**src/rtl/serial_bit_stream_tx_if.sv**
```systemverilog
// Handshake bundle between a word source and the serial transmitter.
// master drives start/data_in; slave (transmitter) drives the serial outputs.
interface serial_bit_stream_tx_if #(
    parameter int WIDTH = 8
);
    logic             start;
    logic [WIDTH-1:0] data_in;
    logic             x_out;
    logic             x_valid;
    logic             busy;
    logic             done;
    logic             exp_y;

    modport master (
        output start,
        output data_in,
        input  x_out,
        input  x_valid,
        input  busy,
        input  done,
        input  exp_y
    );

    modport slave (
        input  start,
        input  data_in,
        output x_out,
        output x_valid,
        output busy,
        output done,
        output exp_y
    );
endinterface

```
**src/rtl/serial_bit_stream_tx.sv**
```systemverilog
// Parallel-to-serial transmitter: MSB-first word, then GAP idle cycles, then a done pulse.
// First bit one cycle after the accepting edge; start is ignored while busy (no stall path).
module serial_bit_stream_tx #(
    parameter int WIDTH = 8,
    parameter int GAP   = 1
) (
    input  logic                  clock,
    input  logic                  reset,
    serial_bit_stream_tx_if.slave bus
);
    localparam int BW = (WIDTH > 1) ? $clog2(WIDTH) : 1;
    localparam int GW = (GAP > 0) ? $clog2(GAP + 1) : 1;

    localparam logic [1:0] S_IDLE  = 2'd0;
    localparam logic [1:0] S_SHIFT = 2'd1;
    localparam logic [1:0] S_GAP   = 2'd2;
    localparam logic [1:0] S_DONE  = 2'd3;

    logic [1:0]       state_q,    state_d;
    logic [WIDTH-1:0] shreg_q,    shreg_d;
    logic [BW-1:0]    bit_cnt_q,  bit_cnt_d;
    logic [GW-1:0]    gap_cnt_q,  gap_cnt_d;
    logic             prev_one_q, prev_one_d;
    logic             x_out_q,    x_out_d;
    logic             x_valid_q,  x_valid_d;
    logic             busy_q,     busy_d;
    logic             done_q,     done_d;

    always_comb begin
        state_d   = state_q;
        shreg_d   = shreg_q;
        bit_cnt_d = bit_cnt_q;
        gap_cnt_d = gap_cnt_q;
        case (state_q)
            S_IDLE, S_DONE: begin
                if (bus.start) begin
                    shreg_d   = bus.data_in;
                    bit_cnt_d = '0;
                    state_d   = S_SHIFT;
                end else begin
                    state_d   = S_IDLE;
                end
            end
            S_SHIFT: begin
                shreg_d   = {shreg_q[WIDTH-2:0], 1'b0};
                bit_cnt_d = bit_cnt_q + BW'(1);
                if (bit_cnt_q == BW'(WIDTH - 1)) begin
                    if (GAP > 0) begin
                        state_d   = S_GAP;
                        gap_cnt_d = '0;
                    end else begin
                        state_d   = S_DONE;
                    end
                end
            end
            S_GAP: begin
                if (gap_cnt_q == GW'(GAP - 1)) begin
                    state_d = S_DONE;
                end else begin
                    gap_cnt_d = gap_cnt_q + GW'(1);
                end
            end
            default: state_d = S_IDLE;
        endcase
    end

    // Outputs are decoded from the next state so they are registered yet aligned with it.
    always_comb begin
        x_out_d    = (state_d == S_SHIFT) & shreg_d[WIDTH-1];
        x_valid_d  = (state_d == S_SHIFT);
        busy_d     = (state_d == S_SHIFT) | (state_d == S_GAP);
        done_d     = (state_d == S_DONE);
        prev_one_d = x_out_q;
    end

    always_ff @(posedge clock or negedge reset) begin
        if (!reset) begin
            state_q    <= S_IDLE;
            shreg_q    <= '0;
            bit_cnt_q  <= '0;
            gap_cnt_q  <= '0;
            prev_one_q <= 1'b0;
            x_out_q    <= 1'b0;
            x_valid_q  <= 1'b0;
            busy_q     <= 1'b0;
            done_q     <= 1'b0;
        end else begin
            state_q    <= state_d;
            shreg_q    <= shreg_d;
            bit_cnt_q  <= bit_cnt_d;
            gap_cnt_q  <= gap_cnt_d;
            prev_one_q <= prev_one_d;
            x_out_q    <= x_out_d;
            x_valid_q  <= x_valid_d;
            busy_q     <= busy_d;
            done_q     <= done_d;
        end
    end

    // A 0 following a 1 is exactly what the Mealy zero detector flags.
    assign bus.x_out   = x_out_q;
    assign bus.x_valid = x_valid_q;
    assign bus.busy    = busy_q;
    assign bus.done    = done_q;
    assign bus.exp_y   = ~x_out_q & prev_one_q;
endmodule

```
**src/flat_wrapper.sv**
```systemverilog
// flat-port wrapper written by rule: the top's interface ports become plain ports
module serial_bit_stream_tx_flat 
#(
    parameter int WIDTH = 8,
    parameter int GAP   = 1
)
  (clock, reset, bus_start, bus_data_in, bus_x_out, bus_x_valid, bus_busy, bus_done, bus_exp_y);
  serial_bit_stream_tx_if #(.WIDTH(WIDTH)) bus_i ();
  input  logic clock;
  input  logic reset;
  input wire logic [$bits(bus_i.start)-1:0] bus_start;
  input wire logic [$bits(bus_i.data_in)-1:0] bus_data_in;
  output wire logic [$bits(bus_i.x_out)-1:0] bus_x_out;
  output wire logic [$bits(bus_i.x_valid)-1:0] bus_x_valid;
  output wire logic [$bits(bus_i.busy)-1:0] bus_busy;
  output wire logic [$bits(bus_i.done)-1:0] bus_done;
  output wire logic [$bits(bus_i.exp_y)-1:0] bus_exp_y;
  assign bus_i.start = bus_start;
  assign bus_i.data_in = bus_data_in;
  assign bus_x_out = bus_i.x_out;
  assign bus_x_valid = bus_i.x_valid;
  assign bus_busy = bus_i.busy;
  assign bus_done = bus_i.done;
  assign bus_exp_y = bus_i.exp_y;
  serial_bit_stream_tx #(.WIDTH(WIDTH), .GAP(GAP)) u_core (.clock(clock), .reset(reset), .bus(bus_i));
endmodule
```
**config.mk**
```make
export PLATFORM = sky130hd
export DESIGN_NAME = serial_bit_stream_tx_flat
export DESIGN_NICKNAME = d
export VERILOG_FILES = /design/src/rtl/serial_bit_stream_tx_if.sv /design/src/rtl/serial_bit_stream_tx.sv /design/src/flat_wrapper.sv
export SDC_FILE = /design/constraint.sdc
export NUM_CORES = 1
export LEC_CHECK = 0
export ABC_AREA = 1
export CAP_MARGIN = 20
export CORE_UTILIZATION = 29
export DETAILED_ROUTE_END_ITERATION = 8
export PLACE_DENSITY_LB_ADDON = 0.25
export SYNTH_ARGS = -nofsm -noshare
export SYNTH_HDL_FRONTEND = slang
export SYNTH_SLANG_ARGS = --single-unit
```
**constraint.sdc**
```tcl
create_clock -name clock -period 2.2 [get_ports clock]
set_input_delay 0.44 -clock clock [delete_from_list [all_inputs] [get_ports clock]]
set_output_delay 0.44 -clock clock [all_outputs]
set_load 0.005 [all_outputs]
```
==> results of run 1 <==
[layout make-up]
type	instances	area, um2
clock buffer	4	36.3
fill	296	1700
sequential	18	450
tap	31	38.8
inverter	12	47.5
timing repair buffer	17	165
multi-input combinational	69	340
[Yosys cell counts]
| cell type | instances |
|---|---|
| buf_4 | 1 |
| a21oi_1 | 3 |
| nand3b_1 | 1 |
| a31oi_1 | 1 |
| o22ai_1 | 1 |
| inv_2 | 2 |
| nand3_1 | 10 |
| dfrtp_1 | 18 |
| nand2_2 | 2 |
| ha_1 | 5 |
| nand2_1 | 43 |
| inv_4 | 1 |
| buf_6 | 1 |
| inv_1 | 9 |
| nand2_4 | 1 |
| nor2_1 | 2 |
[power breakdown]
group / switching [mW] / internal, mW
clock: 0.103 / 0.101
combinational: 0.339 / 0.256
sequential: 0.0632 / 0.462
[how the worst max path moves through the flow]
stage,startpoint,to,slack [ns],cells after the start
2_1_floorplan,u_core.state_q[0],u_core.bus.x_out,0.73,8
3_3_place_gp,bus_start,u_core.bus.x_out,0.41,8
3_5_place_dp,bus_start,u_core.bus.x_out,0.39,8
4_1_cts,u_core.bus.x_out,bus_exp_y,0.44,2
5_1_grt,u_core.bus.x_out,bus_exp_y,0.37,2
6_report,u_core.bus.x_out,bus_exp_y,0.47,2
[metal layers]
metal  part of all wire  vias to the layer above
li1                   -                      354
met1               0.50                      313
met2               0.44                        7
met3              0.036                        4
met4              0.021                        0
met5                  0                        -
[registers in the layout, summed over array words and instances, names as in the netlist]
register	flops
u_core.bit_cnt_q	3
u_core.bus.done	1
u_core.state_q	2
u_core.shreg_q	8
u_core.bus.x_out	1
u_core.prev_one_q	1
u_core.bus.x_valid	1
u_core.bus.busy	1
[metrics by stage]
| step | hold slack (ns) | area, um2 | worst slack (ns) |
|---|---|---|---|
| final | 0.403 | 1080 | 0.470 |
| after global routing | 0.440 | 1080 | 0.371 |
| after CTS | 0.413 | 1080 | 0.443 |
| after detailed placement | 0.392 | 1040 | 0.389 |
| after global placement | 0.384 | 1040 | 0.413 |
| after floorplan | 0.144 | 857 | 0.730 |
[cells by family (layout without fill, tap and decap cells)]
logic type                 after synthesis  in the layout  synth area share
and+or+nand+nor                         59             59             0.292
DFF                                     18             18             0.526
AOI/OAI and AO/OA                        5              5            0.0321
buffers and inverters                   14             33            0.0774
adders and majority gates                5              5            0.0730
==> flow_metrics.py, run 1 <==
metrics = {
    "status": {
        "status": "finished, final reports clean",
    },
    "clock_network": {
        "cts_tree": "done",
        "cts.hold.buffers_added": 0,
        "ctsRootBufferMaster": "clkbuf_4",
        "cts_buffers": 3,
        "path_clk_slew_ns": 0.10,
        "post_cts_resized": 0,
        "cts_sinks": 18,
        "htreeDepth": 1,
        "clk_path_buf_depth": 2,
        "clk_latency_ns": 0.30,
        "post_cts_buffers": 0,
    },
    "logic_synthesis": {
        "synth_top_area_share": 0.526,
        "ys_seq_area_frac": 0.526,
        "syn_nets": 117,
        "syn_inst": 101,
        "synth_area_leader_cell": "dfrtp_1",
        "synth.area.top_cells": "dfrtp_1 (53%), nand2_1 (19%), ha_1 (7.3%)",
        "ys_types": 16,
        "synth_area_um2": 857,
        "synth-seq-cells": 18,
        "avgSynthCellArea_um2": 8.49,
        "yosysWarnings": 0,
    },
    "setup_path": {
        "required_ns": 1.76,
        "critical-path-max-stage-delay_ns": 0.50,
        "arrival_ns": 1.29,
        "r2r_start": "u_core.state_q[0]",
        "worstSetupEndpointType": "output pin",
        "path_buf_inv": 1,
        "crit_chain": "nor2_1 -> clkdlybuf4s50_1",
        "crit_path_max_fanout": 3,
        "r2r_end": "u_core.bus.x_out",
        "ff2ff_setup_slack_ns": 0.57,
        "crit_type": "flip-flop to output pin",
        "reg2reg_depth": 8,
        "start_kind": "flip-flop",
        "cpLargestDelayFamily": "buffers and inverters",
        "critPathSlowestCell": "clkdlybuf4s50_1",
    },
    "layout": {
        "fin_cells": 151,
        "fin_nets": 137,
        "drive_gt1_frac": 0.100,
        "antenna_cells": 0,
        "mostFrequentLayoutCell": "nand2_1",
        "area_delta_synth_final_pct": 25.8,
        "fin_util": 0.388,
        "final_cell_mix": "nand2_1 (43), dfrtp_1 (18), clkdlybuf4s50_1 (15), nand3_1 (10), inv_1 (9)",
    },
    "detailed_routing": {
        "first_iter_violations": 20,
        "drc_errors": 0,
        "ant_nets": 0,
        "wl_um": 1570,
        "vias_per_cell": 4.49,
        "firstDrtPassIters": 2,
        "wl_per_cell_um": 10.4,
        "vias": 678,
    },
    "global_routing": {
        "grt_pass1_vias": 606,
        "grtUsageMet1": 0.141,
        "antenna_found_initial": 0,
        "grt_max_degree": 19,
        "grt_use_total": 0.113,
        "overflow": 0,
        "use_met3": 0.0415,
        "grtUsageMet2": 0.172,
        "busiest_layer": "met2",
        "grt_pass1_wl_um": 2690,
    },
    "timing": {
        "hold_viol_final": 0,
        "period_needed_ns": 1.73,
        "slew_viol_final": 0,
        "relSlewSlack": 0.775,
        "fin_skew_ns": 0.00626,
        "worst_pin_slew_ns": 0.338,
        "final.period_utilization": 0.786,
        "setup_viol": 0,
        "rsz0062_at_grt": "no",
        "clock.fmax_ghz": 0.578,
        "final.setup.tns_ns": 0,
    },
    "min_path": {
        "hold_end": "u_core.prev_one_q",
        "hp-class": "flip-flop to flip-flop",
        "hold_start": "u_core.bus.x_out",
        "hold_depth": 0,
    },
    "power": {
        "fin_total_pwr_mw": 1.32,
        "ir_drop_uv": 534,
        "p_leak_nw": 0.579,
        "powerDensity_nw_per_um2": 1230,
    },
    "place": {
        "dp.cells": 147,
        "hpwl_um": 1130,
        "port_buffers": 15,
        "gp_congestion": 0.768,
    },
    "floorplanning": {
        "rows": 19,
        "fp.dieW_um": 56.4,
        "die_y_um": 56.4,
        "ioPinCount": 16,
        "coreArea_um2": 2780,
        "initial_utilization": 0.308,
        "die_area_um2": 3180,
    },
    "run": {
        "maxCapViolations": 0,
    },
}
No activity file was read; power rests on OpenSTA's default activity.
==> inputs of run 2 (changes only) <==
clock period = 1.5 ns   (was 2.2 ns; I/O delays follow)
==> run 2 against run 1 <==
Net effect: clock skew shrank 0.0051 ns; final area grew 12%; combinational power grew 85%; largest power group unchanged.
==> flow_metrics.py, run 2 (synthesis gave the netlist of run 1 again) <==
metrics = {
    "run": {
        "maxCapViolations": 0,
    },
    "global_routing": {
        "antenna_found_initial": 0,
        "grtUsageMet2": 0.199,
        "grt_use_total": 0.125,
        "overflow": 0,
        "busiest_layer": "met2",
        "grt_max_degree": 19,
        "grt_pass1_vias": 706,
        "use_met3": 0.0392,
        "grt_pass1_wl_um": 3080,
        "grtUsageMet1": 0.162,
    },
    "power": {
        "fin_total_pwr_mw": 2.18,
        "powerDensity_nw_per_um2": 1800,
        "ir_drop_uv": 1000,
        "sw_frac_of_total": 0.375,
        "combinationalPowerShare": 0.505,
        "power.share.sequential": 0.361,
        "intPower_mw": 1.36,
        "clkPwrFrac": 0.134,
        "p_switching_mw": 0.816,
        "p_leak_nw": 0.639,
    },
    "clock_network": {
        "clk_latency_ns": 0.28,
        "cts_tree": "done",
        "clk_path_buf_depth": 2,
        "path_clk_slew_ns": 0.10,
        "cts_sinks": 18,
        "cts_buffers": 3,
        "ctsRootBufferMaster": "clkbuf_4",
        "htreeDepth": 1,
    },
    "setup_path": {
        "cp_num_cells": 7,
        "critPathSlowestCell": "dfrtp_1",
        "required_ns": 1.72,
        "critical-path-max-stage-delay_ns": 0.43,
        "worstSetupEndpointType": "flip-flop",
        "path_buf_inv": 1,
        "endpoint": "u_core.bus.x_out",
        "ff2ff_setup_slack_ns": 0.02,
        "crit_start": "u_core.bit_cnt_q[0]",
        "path_common_cell": "ha_4",
        "crit_type": "flip-flop to flip-flop",
        "crit_chain": "ha_4 -> ha_4 -> nand3b_1 -> a31oi_2 -> ha_2 -> inv_1 -> a21oi_2",
        "reg2reg_depth": 7,
        "start_kind": "flip-flop",
        "r2r_end": "u_core.bus.x_out",
        "r2r_start": "u_core.bit_cnt_q[0]",
        "crit_path_max_fanout": 3,
        "arrival_ns": 1.70,
        "cpLargestDelayFamily": "adder cells",
    },
    "place": {
        "hpwl_um": 1260,
        "port_buffers": 15,
        "pre_cts_ws_ns": -0.0466,
        "gp_congestion": 0.729,
        "placed_area_um2": 1100,
    },
    "timing": {
        "worst_pin_slew_ns": 0.242,
        "worst_slack_ns": 0.0205,
        "rsz0062_at_grt": "yes",
        "hold_ws_ns": 0.332,
        "hold_viol_final": 0,
        "clock.fmax_ghz": 0.676,
        "setup_viol": 0,
        "fin_skew_ns": 0.00114,
        "relSlewSlack": 0.839,
        "final.period_utilization": 0.986,
        "slew_viol_final": 0,
        "period_needed_ns": 1.48,
    },
    "min_path": {
        "hp-class": "primary input to async pin",
    },
    "floorplanning": {
        "ioPinCount": 16,
        "fp.dieW_um": 56.4,
        "coreArea_um2": 2780,
        "die_y_um": 56.4,
        "die_area_um2": 3180,
        "rows": 19,
        "initial_utilization": 0.308,
    },
    "detailed_routing": {
        "wl_per_cell_um": 10.8,
        "vias_per_cell": 4.57,
        "vias": 731,
        "drc_errors": 0,
        "first_iter_violations": 8,
        "firstDrtPassIters": 5,
        "ant_nets": 0,
        "wl_um": 1730,
    },
    "layout": {
        "fin_nets": 146,
        "reg.largest.list": "u_core.shreg_q: 8 flops, u_core.bit_cnt_q: 3 flops, u_core.state_q: 2 flops",
        "largest-register": "u_core.shreg_q",
        "final_cell_mix": "nand2_1 (43), dfrtp_1 (18), clkdlybuf4s50_1 (13), buf_4 (11), nand3_1 (10)",
        "antenna_cells": 0,
        "mostFrequentLayoutCell": "nand2_1",
        "final_cell_area_um2": 1210,
        "area_delta_synth_final_pct": 40.7,
        "largest_register_ffs": 8,
        "drive_gt1_frac": 0.225,
    },
    "status": {
        "status": "finished, final reports clean",
    },
}
-- run 2: changes by cell type in the layout (fill, tap and decap cells not counted), moves of 2 or more --
cell | before | now
clkdlybuf4s50_1 | 15 | 13
ha_1 | 5 | 0
buf_4 | 2 | 11
ha_4 | 0 | 3
ha_2 | 0 | 2
-- run 2: layout make-up --
class / instances / area, um2
Timing Repair Buffer: 26 / 234
Clock buffer: 4 / 36.3
Sequential cell: 18 / 450
Fill cell: 272 / 1580
Inverter: 12 / 47.5
Tap cell: 31 / 38.8
Multi-Input combinational cell: 69 / 399
-- run 2: power groups by stage --
stage | logic, mW | registers [mW] | clock network (mW)
3_5_place_dp | 1.01 | 0.776 | 0
5_1_grt | 1.26 | 0.810 | 0.332
6_report | 1.10 | 0.785 | 0.291
4_1_cts | 1.03 | 0.773 | 0.307
3_3_place_gp | 0.989 | 0.768 | 0
2_1_floorplan | 0.601 | 0.766 | 0
-- run 2: worst min path at each step --
stage	start	end	slack, ns
6_report	reset	u_core.bit_cnt_q[2]	0.33
5_1_grt	reset	u_core.bit_cnt_q[2]	0.34
2_1_floorplan	reset	u_core.bit_cnt_q[0]	0.004
3_5_place_dp	u_core.bus.x_out	u_core.prev_one_q	0.39
3_3_place_gp	u_core.bus.x_out	u_core.prev_one_q	0.39
4_1_cts	reset	u_core.bit_cnt_q[2]	0.33
-- run 2: what timing repair did --
action,in CTS,in global routing
hold endpoints to repair,0,0
endpoints found under the setup margin,4,12
gates resized for setup,6,6
hold buffers,0,0
pin swaps,3,2
setup buffers,0,1
-- run 2: routing by layer --
| layer | share of wire | wire [um] | vias up |
|---|---|---|---|
| met5 | 0 | 0 | - |
| met4 | 0.011 | 19 | 0 |
| met3 | 0.020 | 34 | 2 |
| met2 | 0.48 | 837 | 6 |
| met1 | 0.48 | 836 | 353 |
| li1 | - | - | 370 |
-- run 2: stage by stage --
step           std cells   util  TNS, ns
2_1_floorplan        101      -        0
3_3_place_gp         155  0.396  -0.0507
3_5_place_dp         155  0.396  -0.0650
4_1_cts              159  0.417   -0.111
5_1_grt              160  0.434  -0.0951
6_report             160  0.434        0
